## config.mk

```make
export PLATFORM = sky130hd
export DESIGN_NAME = tank_shell_flat
export DESIGN_NICKNAME = d
export VERILOG_FILES = /design/src/rtl/tank_pkg.sv /design/src/rtl/tank_shell_if.sv /design/src/rtl/shell_hit_detect.sv /design/src/rtl/tank_shell.sv /design/src/flat_wrapper.sv
export SDC_FILE = /design/constraint.sdc
export NUM_CORES = 1
export LEC_CHECK = 0
export ABC_AREA = 1
export CAP_MARGIN = 20
export CORE_MARGIN = 2
export CORE_UTILIZATION = 27
export DETAILED_ROUTE_END_ITERATION = 8
export DONT_BUFFER_PORTS = 1
export PLACE_DENSITY = 0.4
export SYNTH_ARGS = -nofsm -noshare
export SYNTH_HDL_FRONTEND = slang
export SYNTH_SLANG_ARGS = --single-unit
```

## constraint.sdc

```tcl
create_clock -name frame_clk -period 5.6 [get_ports frame_clk]
set_input_delay 1.12 -clock frame_clk [delete_from_list [all_inputs] [get_ports frame_clk]]
set_output_delay 1.12 -clock frame_clk [all_outputs]
set_load 0.02 [all_outputs]
```

## src/rtl/tank_pkg.sv

```systemverilog
// tank_pkg: shared types and constants for the tank game blocks.
// Rev 1.0 - initial release.
`default_nettype none

package tank_pkg;

    typedef enum logic [1:0] {UP, LEFT, DOWN, RIGHT} dir_t;
    typedef enum logic [1:0] {IDLE, FLY, COOL} shell_state_t;

    localparam logic [15:0] KEY_W    = 16'h001A;
    localparam logic [15:0] KEY_A    = 16'h0004;
    localparam logic [15:0] KEY_S    = 16'h0016;
    localparam logic [15:0] KEY_D    = 16'h0007;
    localparam logic [15:0] KEY_FIRE = 16'h002C;

    localparam int SCREEN_X_MIN = 1;
    localparam int SCREEN_X_MAX = 639;
    localparam int SCREEN_Y_MIN = 1;
    localparam int SCREEN_Y_MAX = 479;

endpackage

`default_nettype wire

```

## src/rtl/tank_shell_if.sv

```systemverilog
// tank_shell_if: key, position and shell signals of one tank's shell engine.
// Rev 1.0 - initial release. Carries hit_count when TANK_SHELL_HIT_COUNT_EN is defined.
`default_nettype none

interface tank_shell_if;
    logic [15:0] keycode;
    logic [15:0] firekey;
    logic [9:0]  tankX;
    logic [9:0]  tankY;
    logic [9:0]  otherTankX;
    logic [9:0]  otherTankY;
    logic [9:0]  shellX;
    logic [9:0]  shellY;
    logic        shell_active;
    logic        ball_hit;
`ifdef TANK_SHELL_HIT_COUNT_EN
    logic [7:0]  hit_count;
`endif

    modport master (
        output keycode, firekey, tankX, tankY, otherTankX, otherTankY,
        input  shellX, shellY, shell_active, ball_hit
`ifdef TANK_SHELL_HIT_COUNT_EN
        , input hit_count
`endif
    );

    modport slave (
        input  keycode, firekey, tankX, tankY, otherTankX, otherTankY,
        output shellX, shellY, shell_active, ball_hit
`ifdef TANK_SHELL_HIT_COUNT_EN
        , output hit_count
`endif
    );
endinterface

`default_nettype wire

```

## src/rtl/shell_hit_detect.sv

```systemverilog
// shell_hit_detect: combinational box-overlap test of a point against a target centre.
// Rev 1.0 - initial release.
`default_nettype none

module shell_hit_detect #(
    parameter int HALF = 8
) (
    input  wire logic signed [10:0] next_x,
    input  wire logic signed [10:0] next_y,
    input  wire logic [9:0]         target_x,
    input  wire logic [9:0]         target_y,
    output logic                    hit
);
    localparam logic signed [11:0] c_half = 12'(HALF);

    // 12 bits so a negative point minus a large target cannot wrap
    logic signed [11:0] w_dx, w_dy, w_adx, w_ady;

    always_comb begin
        w_dx  = {next_x[10], next_x} - $signed({2'b00, target_x});
        w_dy  = {next_y[10], next_y} - $signed({2'b00, target_y});
        w_adx = w_dx[11] ? -w_dx : w_dx;
        w_ady = w_dy[11] ? -w_dy : w_dy;
        hit   = (w_adx <= c_half) && (w_ady <= c_half);
    end
endmodule

`default_nettype wire

```

## src/rtl/tank_shell.sv

```systemverilog
// tank_shell: launches one shell per fire press, flies it per frame, strobes ball_hit on a hit.
// Rev 1.0 - initial release. Optional hit_count output via TANK_SHELL_HIT_COUNT_EN.
`default_nettype none

module tank_shell
    import tank_pkg::*;
#(
    parameter logic [15:0] FIRE_CODE       = KEY_FIRE,
    parameter int          SHELL_STEP      = 4,
    parameter int          TANK_HALF       = 8,
    parameter int          X_MIN           = SCREEN_X_MIN,
    parameter int          X_MAX           = SCREEN_X_MAX,
    parameter int          Y_MIN           = SCREEN_Y_MIN,
    parameter int          Y_MAX           = SCREEN_Y_MAX,
    parameter int          COOLDOWN_FRAMES = 30
) (
    input  wire logic    frame_clk,
    input  wire logic    Reset,
    tank_shell_if.slave  bus
);
    localparam int CW = (COOLDOWN_FRAMES > 1) ? $clog2(COOLDOWN_FRAMES) : 1;
    localparam logic [CW-1:0]      c_cnt_load = CW'(COOLDOWN_FRAMES - 1);
    localparam logic signed [10:0] c_step     = 11'(SHELL_STEP);
    localparam logic signed [10:0] c_x_min    = 11'(X_MIN);
    localparam logic signed [10:0] c_x_max    = 11'(X_MAX);
    localparam logic signed [10:0] c_y_min    = 11'(Y_MIN);
    localparam logic signed [10:0] c_y_max    = 11'(Y_MAX);

    shell_state_t  r_state, w_state_next;
    dir_t          r_facing, w_facing_next, r_dir, w_dir_next;
    logic [9:0]    r_x, r_y, w_x_next, w_y_next;
    logic          r_active, w_active_next, r_hit, w_hit_next, r_fire_prev;
    logic [CW-1:0] r_cnt, w_cnt_next;
    logic          w_fire_now, w_fire_evt, w_oob, w_hit;
    logic signed [10:0] w_next_x, w_next_y;

    assign w_fire_now = (bus.firekey == FIRE_CODE);
    assign w_fire_evt = w_fire_now & ~r_fire_prev;

    always_comb begin
        w_next_x = $signed({1'b0, r_x});
        w_next_y = $signed({1'b0, r_y});
        case (r_dir)
            LEFT:    w_next_x = $signed({1'b0, r_x}) - c_step;
            RIGHT:   w_next_x = $signed({1'b0, r_x}) + c_step;
            UP:      w_next_y = $signed({1'b0, r_y}) - c_step;
            default: w_next_y = $signed({1'b0, r_y}) + c_step;
        endcase
        // only the moving axis is bounds-checked
        if (r_dir == LEFT || r_dir == RIGHT)
            w_oob = (w_next_x < c_x_min) || (w_next_x > c_x_max);
        else
            w_oob = (w_next_y < c_y_min) || (w_next_y > c_y_max);
    end

    shell_hit_detect #(.HALF(TANK_HALF)) u_hit (
        .next_x   (w_next_x),
        .next_y   (w_next_y),
        .target_x (bus.otherTankX),
        .target_y (bus.otherTankY),
        .hit      (w_hit)
    );

    always_comb begin
        w_facing_next = r_facing;
        case (bus.keycode)
            KEY_W:   w_facing_next = UP;
            KEY_A:   w_facing_next = LEFT;
            KEY_S:   w_facing_next = DOWN;
            KEY_D:   w_facing_next = RIGHT;
            default: w_facing_next = r_facing;
        endcase
    end

    always_comb begin
        w_state_next  = r_state;
        w_x_next      = r_x;
        w_y_next      = r_y;
        w_dir_next    = r_dir;
        w_active_next = r_active;
        w_hit_next    = 1'b0;
        w_cnt_next    = r_cnt;
        case (r_state)
            IDLE: begin
                if (w_fire_evt) begin
                    w_x_next      = bus.tankX;
                    w_y_next      = bus.tankY;
                    w_dir_next    = r_facing;
                    w_active_next = 1'b1;
                    w_state_next  = FLY;
                end
            end
            FLY: begin
                if (w_oob || w_hit) begin
                    w_hit_next    = ~w_oob;
                    w_active_next = 1'b0;
                    w_cnt_next    = c_cnt_load;
                    w_state_next  = COOL;
                end else begin
                    w_x_next = w_next_x[9:0];
                    w_y_next = w_next_y[9:0];
                end
            end
            COOL: begin
                if (r_cnt == '0) w_state_next = IDLE;
                else             w_cnt_next   = r_cnt - 1'b1;
            end
            default: w_state_next = IDLE;
        endcase
    end

    always_ff @(posedge frame_clk or posedge Reset) begin
        if (Reset) begin
            r_state     <= IDLE;
            r_facing    <= RIGHT;
            r_dir       <= RIGHT;
            r_x         <= '0;
            r_y         <= '0;
            r_active    <= 1'b0;
            r_hit       <= 1'b0;
            r_cnt       <= '0;
            r_fire_prev <= 1'b0;
        end else begin
            r_state     <= w_state_next;
            r_facing    <= w_facing_next;
            r_dir       <= w_dir_next;
            r_x         <= w_x_next;
            r_y         <= w_y_next;
            r_active    <= w_active_next;
            r_hit       <= w_hit_next;
            r_cnt       <= w_cnt_next;
            r_fire_prev <= w_fire_now;
        end
    end

    assign bus.shellX       = r_x;
    assign bus.shellY       = r_y;
    assign bus.shell_active = r_active;
    assign bus.ball_hit     = r_hit;

`ifdef TANK_SHELL_HIT_COUNT_EN
    logic [7:0] r_hit_count;
    always_ff @(posedge frame_clk or posedge Reset) begin
        if (Reset)
            r_hit_count <= 8'd0;
        else if (w_hit_next && r_hit_count != 8'hFF)
            r_hit_count <= r_hit_count + 8'd1;
    end
    assign bus.hit_count = r_hit_count;
`endif
endmodule

`default_nettype wire

```

## src/flat_wrapper.sv

```systemverilog
// flat-port wrapper written by rule: the top's interface ports become plain ports
module tank_shell_flat import tank_pkg::*;
#(
    parameter logic [15:0] FIRE_CODE       = KEY_FIRE,
    parameter int          SHELL_STEP      = 4,
    parameter int          TANK_HALF       = 8,
    parameter int          X_MIN           = SCREEN_X_MIN,
    parameter int          X_MAX           = SCREEN_X_MAX,
    parameter int          Y_MIN           = SCREEN_Y_MIN,
    parameter int          Y_MAX           = SCREEN_Y_MAX,
    parameter int          COOLDOWN_FRAMES = 30
)
  (frame_clk, Reset, bus_keycode, bus_firekey, bus_tankX, bus_tankY, bus_otherTankX, bus_otherTankY, bus_shellX, bus_shellY, bus_shell_active, bus_ball_hit);
  tank_shell_if bus_i ();
  input  wire logic frame_clk;
  input  wire logic Reset;
  input wire logic [$bits(bus_i.keycode)-1:0] bus_keycode;
  input wire logic [$bits(bus_i.firekey)-1:0] bus_firekey;
  input wire logic [$bits(bus_i.tankX)-1:0] bus_tankX;
  input wire logic [$bits(bus_i.tankY)-1:0] bus_tankY;
  input wire logic [$bits(bus_i.otherTankX)-1:0] bus_otherTankX;
  input wire logic [$bits(bus_i.otherTankY)-1:0] bus_otherTankY;
  output wire logic [$bits(bus_i.shellX)-1:0] bus_shellX;
  output wire logic [$bits(bus_i.shellY)-1:0] bus_shellY;
  output wire logic [$bits(bus_i.shell_active)-1:0] bus_shell_active;
  output wire logic [$bits(bus_i.ball_hit)-1:0] bus_ball_hit;
  assign bus_i.keycode = bus_keycode;
  assign bus_i.firekey = bus_firekey;
  assign bus_i.tankX = bus_tankX;
  assign bus_i.tankY = bus_tankY;
  assign bus_i.otherTankX = bus_otherTankX;
  assign bus_i.otherTankY = bus_otherTankY;
  assign bus_shellX = bus_i.shellX;
  assign bus_shellY = bus_i.shellY;
  assign bus_shell_active = bus_i.shell_active;
  assign bus_ball_hit = bus_i.ball_hit;
  tank_shell #(.FIRE_CODE(FIRE_CODE), .SHELL_STEP(SHELL_STEP), .TANK_HALF(TANK_HALF), .X_MIN(X_MIN), .X_MAX(X_MAX), .Y_MIN(Y_MIN), .Y_MAX(Y_MAX), .COOLDOWN_FRAMES(COOLDOWN_FRAMES)) u_core (.frame_clk(frame_clk), .Reset(Reset), .bus(bus_i));
endmodule
```

Yosys cells after proc, flatten, opt, wreduce, memory -nomap -nowiden
Index checks and enable logic that the tools add are counted.
Storage, ports and cells
  register bits: 34
  bits in latches: 0
  memory bits (writable): 0
  ROM bits: 0
  input bits: 74
  output and inout port bits: 22
  word-level logic and storage cells: 82
  memories kept: 0
Operators by class
  add/subtract/negate cells: 9
  $mul: 0
  divide/modulo/power cells: 0
  magnitude comparators: 6
  equality and inequality tests: 14
  shift operators: 0
  mux-type cells: 24
  bitwise logic cells: 3
  reduce and logical (&&, ||, !) cells: 17
Operator list (number)
  $pmux 11 s2: 2
  $mux 10: 4
  $pmux 10 s2: 2
  $eq 16x3->1 const B: 2
  $eq 16x5->1 const B: 2
  $le 12x5->1 const B: 2
  $mux 12: 2
  $neg 12->12: 2
  $sub 11x11->12: 2
  $add 10x3->11 const B: 2
  $lt 11x2->1 const B: 2
  $sub 10x3->11 const B: 2
  $eq 16x6->1 const B: 1
  $reduce_and 3->1: 4
  $gt 11x10->1 const B: 1
  $gt 11x11->1 const B: 1
  $mux 5: 2
  $pmux 5 s2: 1
  $pmux 2 s4: 1
  $mux 2: 3
  $ne 2x1->1 const B: 3
  $pmux 2 s3: 1
  $logic_not 5->1: 1
  $mux 1: 5
  other kinds (14): 23

Logic depth before layout (Yosys ltp)
  word-level depth: 11
  gate-level depth with buffers: 35
  gate-level depth less buffers: 32

Modules after synthesis
Synthesis repeated with hierarchy kept, for this count alone.
Second synthesis, totals
  cells, all modules: 827
  area, all modules: 4815.9 µm²
By module, submodules not included
  tank_shell: times used 1, cells an instance 449, area an instance 2894.0 µm², seq. area each 855.8 µm²
  shell_hit_detect: times used 1, cells an instance 378, area an instance 1921.8 µm², seq. area each 0.0 µm²

Worst setup path after synthesis
No wires, ideal clock.
  kind: reg2reg
  from: register u_core.r_dir[0]
  to: register u_core.r_active (netlist: u_core.bus.shell_active)
  library setup time: 0.130 ns
  arrival: 4.342 ns
  required time: 5.470 ns
  slack: 1.128 ns
  cell stages (with the launch flop): 35
  buffers on the path: 4
  period minus slack after synthesis: 4.472 ns
  cells stage by stage: dfstp_2 > buf_6 > clkbuf_1 > nand2_1 > ha_1 > a21oi_1 > nand2_1 > nand2_1 > nand2_1 > a21oi_1 > xor2_1 > nand2_1 > nand2_1 > inv_1 > ha_1 > nand2_1 > inv_1 > a21oi_1 > nand3_1 > nand2_1 > nand2_1 > nand2_1 > buf_2 > nand2_1 > nand2_1 > nand2_1 > nor3_1 > nand3_1 > nand2_1 > nand2_2 > nand2_4 > buf_6 > nand2_2 > nand2_1 > nand2_1
Between the ends
  cells in the longest elaborated chain, start to end: 11
  elaborated cells on any way between the ends: 26
  classes of those cells: 4 x add/sub; 6 x order compare; 3 x eq/ne; 5 x mux; 8 x reduce/logical
RTL lines
  start: declaration: line tank_shell.sv:30  | dir_t r_facing, w_facing_next, r_dir, w_dir_next;
  start signal: assignment: line tank_shell.sv:126  | r_dir <= w_dir_next;
  $eq 2x2->1 / $eq 2x1->1 (equally long branches): line tank_shell.sv:43, tank_shell.sv:50
  $reduce_or 2->1 (no line)
  $pmux 11 s2: line tank_shell.sv:43  | case (r_dir)
  $sub 11x11->12: line shell_hit_detect.sv:21  | w_dy = {next_y[10], next_y} - $signed({2'b00, target_y});
  $neg 12->12: line shell_hit_detect.sv:23  | w_ady = w_dy[11] ? -w_dy : w_dy;
  $mux 12: line shell_hit_detect.sv:23
  $le 12x5->1: line shell_hit_detect.sv:24  | hit = (w_adx <= c_half) && (w_ady <= c_half);
  $logic_and 1x1->1: line shell_hit_detect.sv:24
  $logic_or 1x1->1 (*): line tank_shell.sv:94  | if (w_oob || w_hit) begin
  $ne 2x1->1 (no line) (*)
  $reduce_and 3->1 (no line) (*)
  end signal: assignment: line tank_shell.sv:129  | r_active <= w_active_next;
  end: declaration: line tank_shell.sv:32  | logic r_active, w_active_next, r_hit, w_hit_next, r_fire_prev;
Every way passes the cells marked *; elsewhere a longest branch is shown, timed or not.
A chain may end at the register's enable or synchronous reset.

Final worst setup path
  from: register u_core.r_dir[0]
  to: register u_core.r_x[9] (netlist: u_core.bus.shellX[9])
Between the ends
  cells in the longest elaborated chain, start to end: 11
  elaborated cells on any way between the ends: 28
  classes of those cells: 4 x add/sub; 6 x order compare; 3 x eq/ne; 7 x mux; 8 x reduce/logical
RTL lines
  $eq 2x2->1 / $eq 2x1->1 (equally long branches): line tank_shell.sv:43, tank_shell.sv:50
  $reduce_or 2->1 (no line)
  $pmux 11 s2: line tank_shell.sv:43
  $sub 11x11->12: line shell_hit_detect.sv:21
  $neg 12->12: line shell_hit_detect.sv:23
  $mux 12: line shell_hit_detect.sv:23
  $le 12x5->1: line shell_hit_detect.sv:24
  $logic_and 1x1->1: line shell_hit_detect.sv:24
  $logic_or 1x1->1: line tank_shell.sv:94
  $ne 2x2->1 (no line)
  $reduce_and 3->1 (no line)
  end signal: assignment: line tank_shell.sv:127  | r_x <= w_x_next;
  end: declaration: line tank_shell.sv:31  | logic [9:0] r_x, r_y, w_x_next, w_y_next;
Several ways; a longest one is shown, not always the timed one. The select of a mux whose other input is x is not followed.

==> qor.txt <==
Synth Instances: 778
Gr usage total: 15.37%
Post-CTS sizing: 0
Register area: 859.6 um^2
Origin of the worst setup path: u_core.r_dir[0]
Number of vias per cell: 4.696
Max VDD drop: 0.1074 mV
Routed length per instance: 13.62 um
Syn Area/Cell: 5.897 um^2
Setup slack at placement: 0.4169 ns
HP Start: u_core.r_facing[0]
Die ar.: 0.01805 mm^2
Number of port buffers: 0
Filler cells: 1878
Psw: 0.1834 mW
Primary FF master, synth: dfrtp_1
Initial DRC count: 199
Total Power: 0.6920 mW
FFs w/ async S/R, synth: 100.0%
CTS Hold Buffers Added: 0
Setup crit end kind: flip-flop
Share of cells above drive strength 1: 6.186%
Slew HR: 57.14%
First-pass GRT wire length: 22480 um
GR Overflow Total: 0
Clk_skew: 0.01091 ns
Most used cell, CP: nand2_1
EDFF count, synth: 0
Max Fclk: 201.6 MHz
RSZ-0062 raised after global routing: false
Multi-input combinational cell area: 0.003171 mm^2
DP Wirelength: 11310 um
WL met2: 6356 um
Syn Std Cell Area: 0.004588 mm^2
Yosys warning count: 0
Hold Fails Final Rpt: 0
CTS Buf Count: 5
Arrival time worst endpoint: 5.13 ns
Leakage: 2.844 nW
Setup ws final: 0.6385 ns
Initial Util: 27.67%
ANT cells: 0
Clock Latency Late Sink: 0.29 ns
DR pass1 iterations: 5
Area delta synth->final: 8.454%
Final Slew Violations: 0
Length of routed met3 wiring: 544 um
Crit path max fanout: 21
Most common cell after layout, fill and taps aside: nand2_1
Final GP Congestion: 0.8478
Final WL: 13560 um
Reg-to-Reg Start: u_core.r_dir[0]
Uppermost layer routed: met4
CP startpoint kind: flip-flop
Clock slew at reported path FFs: 0.06 ns
Vias in the first global route: 4562
Metal-1 WL: 6508 um
Clock share of power: 47.6%
Pwr dens: 139.1 mW/mm^2
Fin crit period: 4.962 ns
Sequential element share of the synthesized area: 18.65%
Combinational Power Share: 16.6%
Initial antenna violation count: 0
Row cnt: 47
# Max-Cap Violations: 0
Internal Power: 0.5086 mW
Net Sw Frac: 26.50%
CTS sink cnt: 34
WHS: 0.4676 ns
CTS tree: yes
DRC Markers: 0
Setup Viol. Count Final: 0
Final Cycle Share: 88.60%
Vias: 4677
Clock Path Buffers: 2
Root Driver: clkbuf_16
Overall die width: 134.4 um
Syn Nets: 886
Crit path kind: reg -> reg
Routed Antenna Nets: 0
Hold WC Path Type: reg -> reg
Setup repair bufs after CTS: 0
Nets: 883
Final TNS setup: 0 ns
Htree depth: 2
Crit-path max cell delay: 0.74 ns
Flop pwr share: 35.7%
Largest net degree at the start of global routing: 35
CP required: 5.77 ns
#FFs+latches synth: 34
Die Ht: 134.4 um
Status: complete, no violations
Most frequent cells in the layout: 287 x nand2_1, 118 x inv_1, 78 x nand3_1
Top-Level Pins: 96
Slowest stage cell, crit path: dfstp_4
Finished Core Util: 30.01%
Netlist cell types: 43
Worst slew pin tran: 0.6362 ns
Core ar.: 0.01658 mm^2
power by group through the flow:
stage	Clock (mW)	Combinational, mW	Sequential [mW]
floorplan	0	0.0912	0.251
global placement	0	0.117	0.252
detailed placement	0	0.117	0.252
CTS	0.338	0.118	0.247
global route	0.345	0.136	0.247
finish	0.330	0.115	0.247
layer usage:
metal / track usage [%] / vias up
li1: - / 2474
met1: 20.40 / 2116
met2: 25.99 / 76
met3: 2.646 / 11
met4: 3.626 / 0
met5: 0 / -
final timing paths:
path / end / slack [ns] / cells after the start
setup reg to reg: u_core.bus.shellX[9] / 0.64 / 30
setup / recovery: u_core.bus.shellX[9] / 0.64 / 30
hold reg to reg: u_core.r_facing[0] / 0.47 / 2
max in group asynchronous: u_core.r_dir[1] / 4.40 / 2
min in group asynchronous: u_core.bus.shell_active / 0.84 / 2
hold / removal: u_core.r_facing[0] / 0.47 / 2
state kept, by name (all words and copies together), names as in the netlist:
register / count
u_core.bus.shellX: 10
u_core.bus.shellY: 10
u_core.r_cnt: 5
u_core.r_dir: 2
u_core.r_facing: 2
u_core.r_state: 2
u_core.bus.ball_hit: 1
u_core.bus.shell_active: 1
u_core.r_fire_prev: 1
synthesized netlist by cell type (10+ instances only):
| library cell | n | share of area, % |
|---|---|---|
| nand2_1 | 288 | 24 |
| inv_1 | 118 | 9.7 |
| nand3_1 | 78 | 8.5 |
| nor2_1 | 55 | 4.5 |
| ha_1 | 31 | 8.5 |
| dfrtp_1 | 30 | 16 |
| o21ai_0 | 28 | 3.1 |
| a21oi_1 | 19 | 2.1 |
| nand4_1 | 16 | 2.2 |
| xor2_1 | 12 | 2.3 |
| nand3b_1 | 10 | 1.6 |
| xnor2_1 | 10 | 1.9 |
critical path, delay by kind of cell (launching register included):
family                     cells  cell delay [ns]
AOI/OAI and AO/OA              2             0.32
buffers and inverters          1             0.06
adders and majority gates      2             0.75
xor gates and xnor gates       2             0.34
DFF                            1             0.74
and+or+nand+nor               23             2.62
stage by stage:
step | cells | cell area, um^2
floorplan | 778 | 4588
global placement | 988 | 4797
detailed placement | 988 | 4797
CTS | 996 | 4970
global route | 996 | 4976
finish | 996 | 4976
cell families (layout without fill, tap and decap cells):
group	after synthesis	count (layout)	share of synthesized area [%]
AO/OA/AOI/OAI	63	63	7.745
XOR/XNOR	22	22	4.200
adder cells (fa/ha/maj)	34	34	9.763
buffers and inverters	137	135	12.30
flip-flops	34	34	18.65
multiplexers	6	6	1.472
AND/OR/NAND/NOR	482	482	45.87
layout make-up:
cell class                      count  area share, %
Tap cell                          220          5.532
Sequential cell                    34          17.27
Multi-Input combinational cell    607          63.72
Clock buffer                        7          2.866
Clock inverter                      1         0.6035
Inverter                          122          9.253
Timing Repair Buffer                5         0.7543
Power figures use the tool's default switching activity.
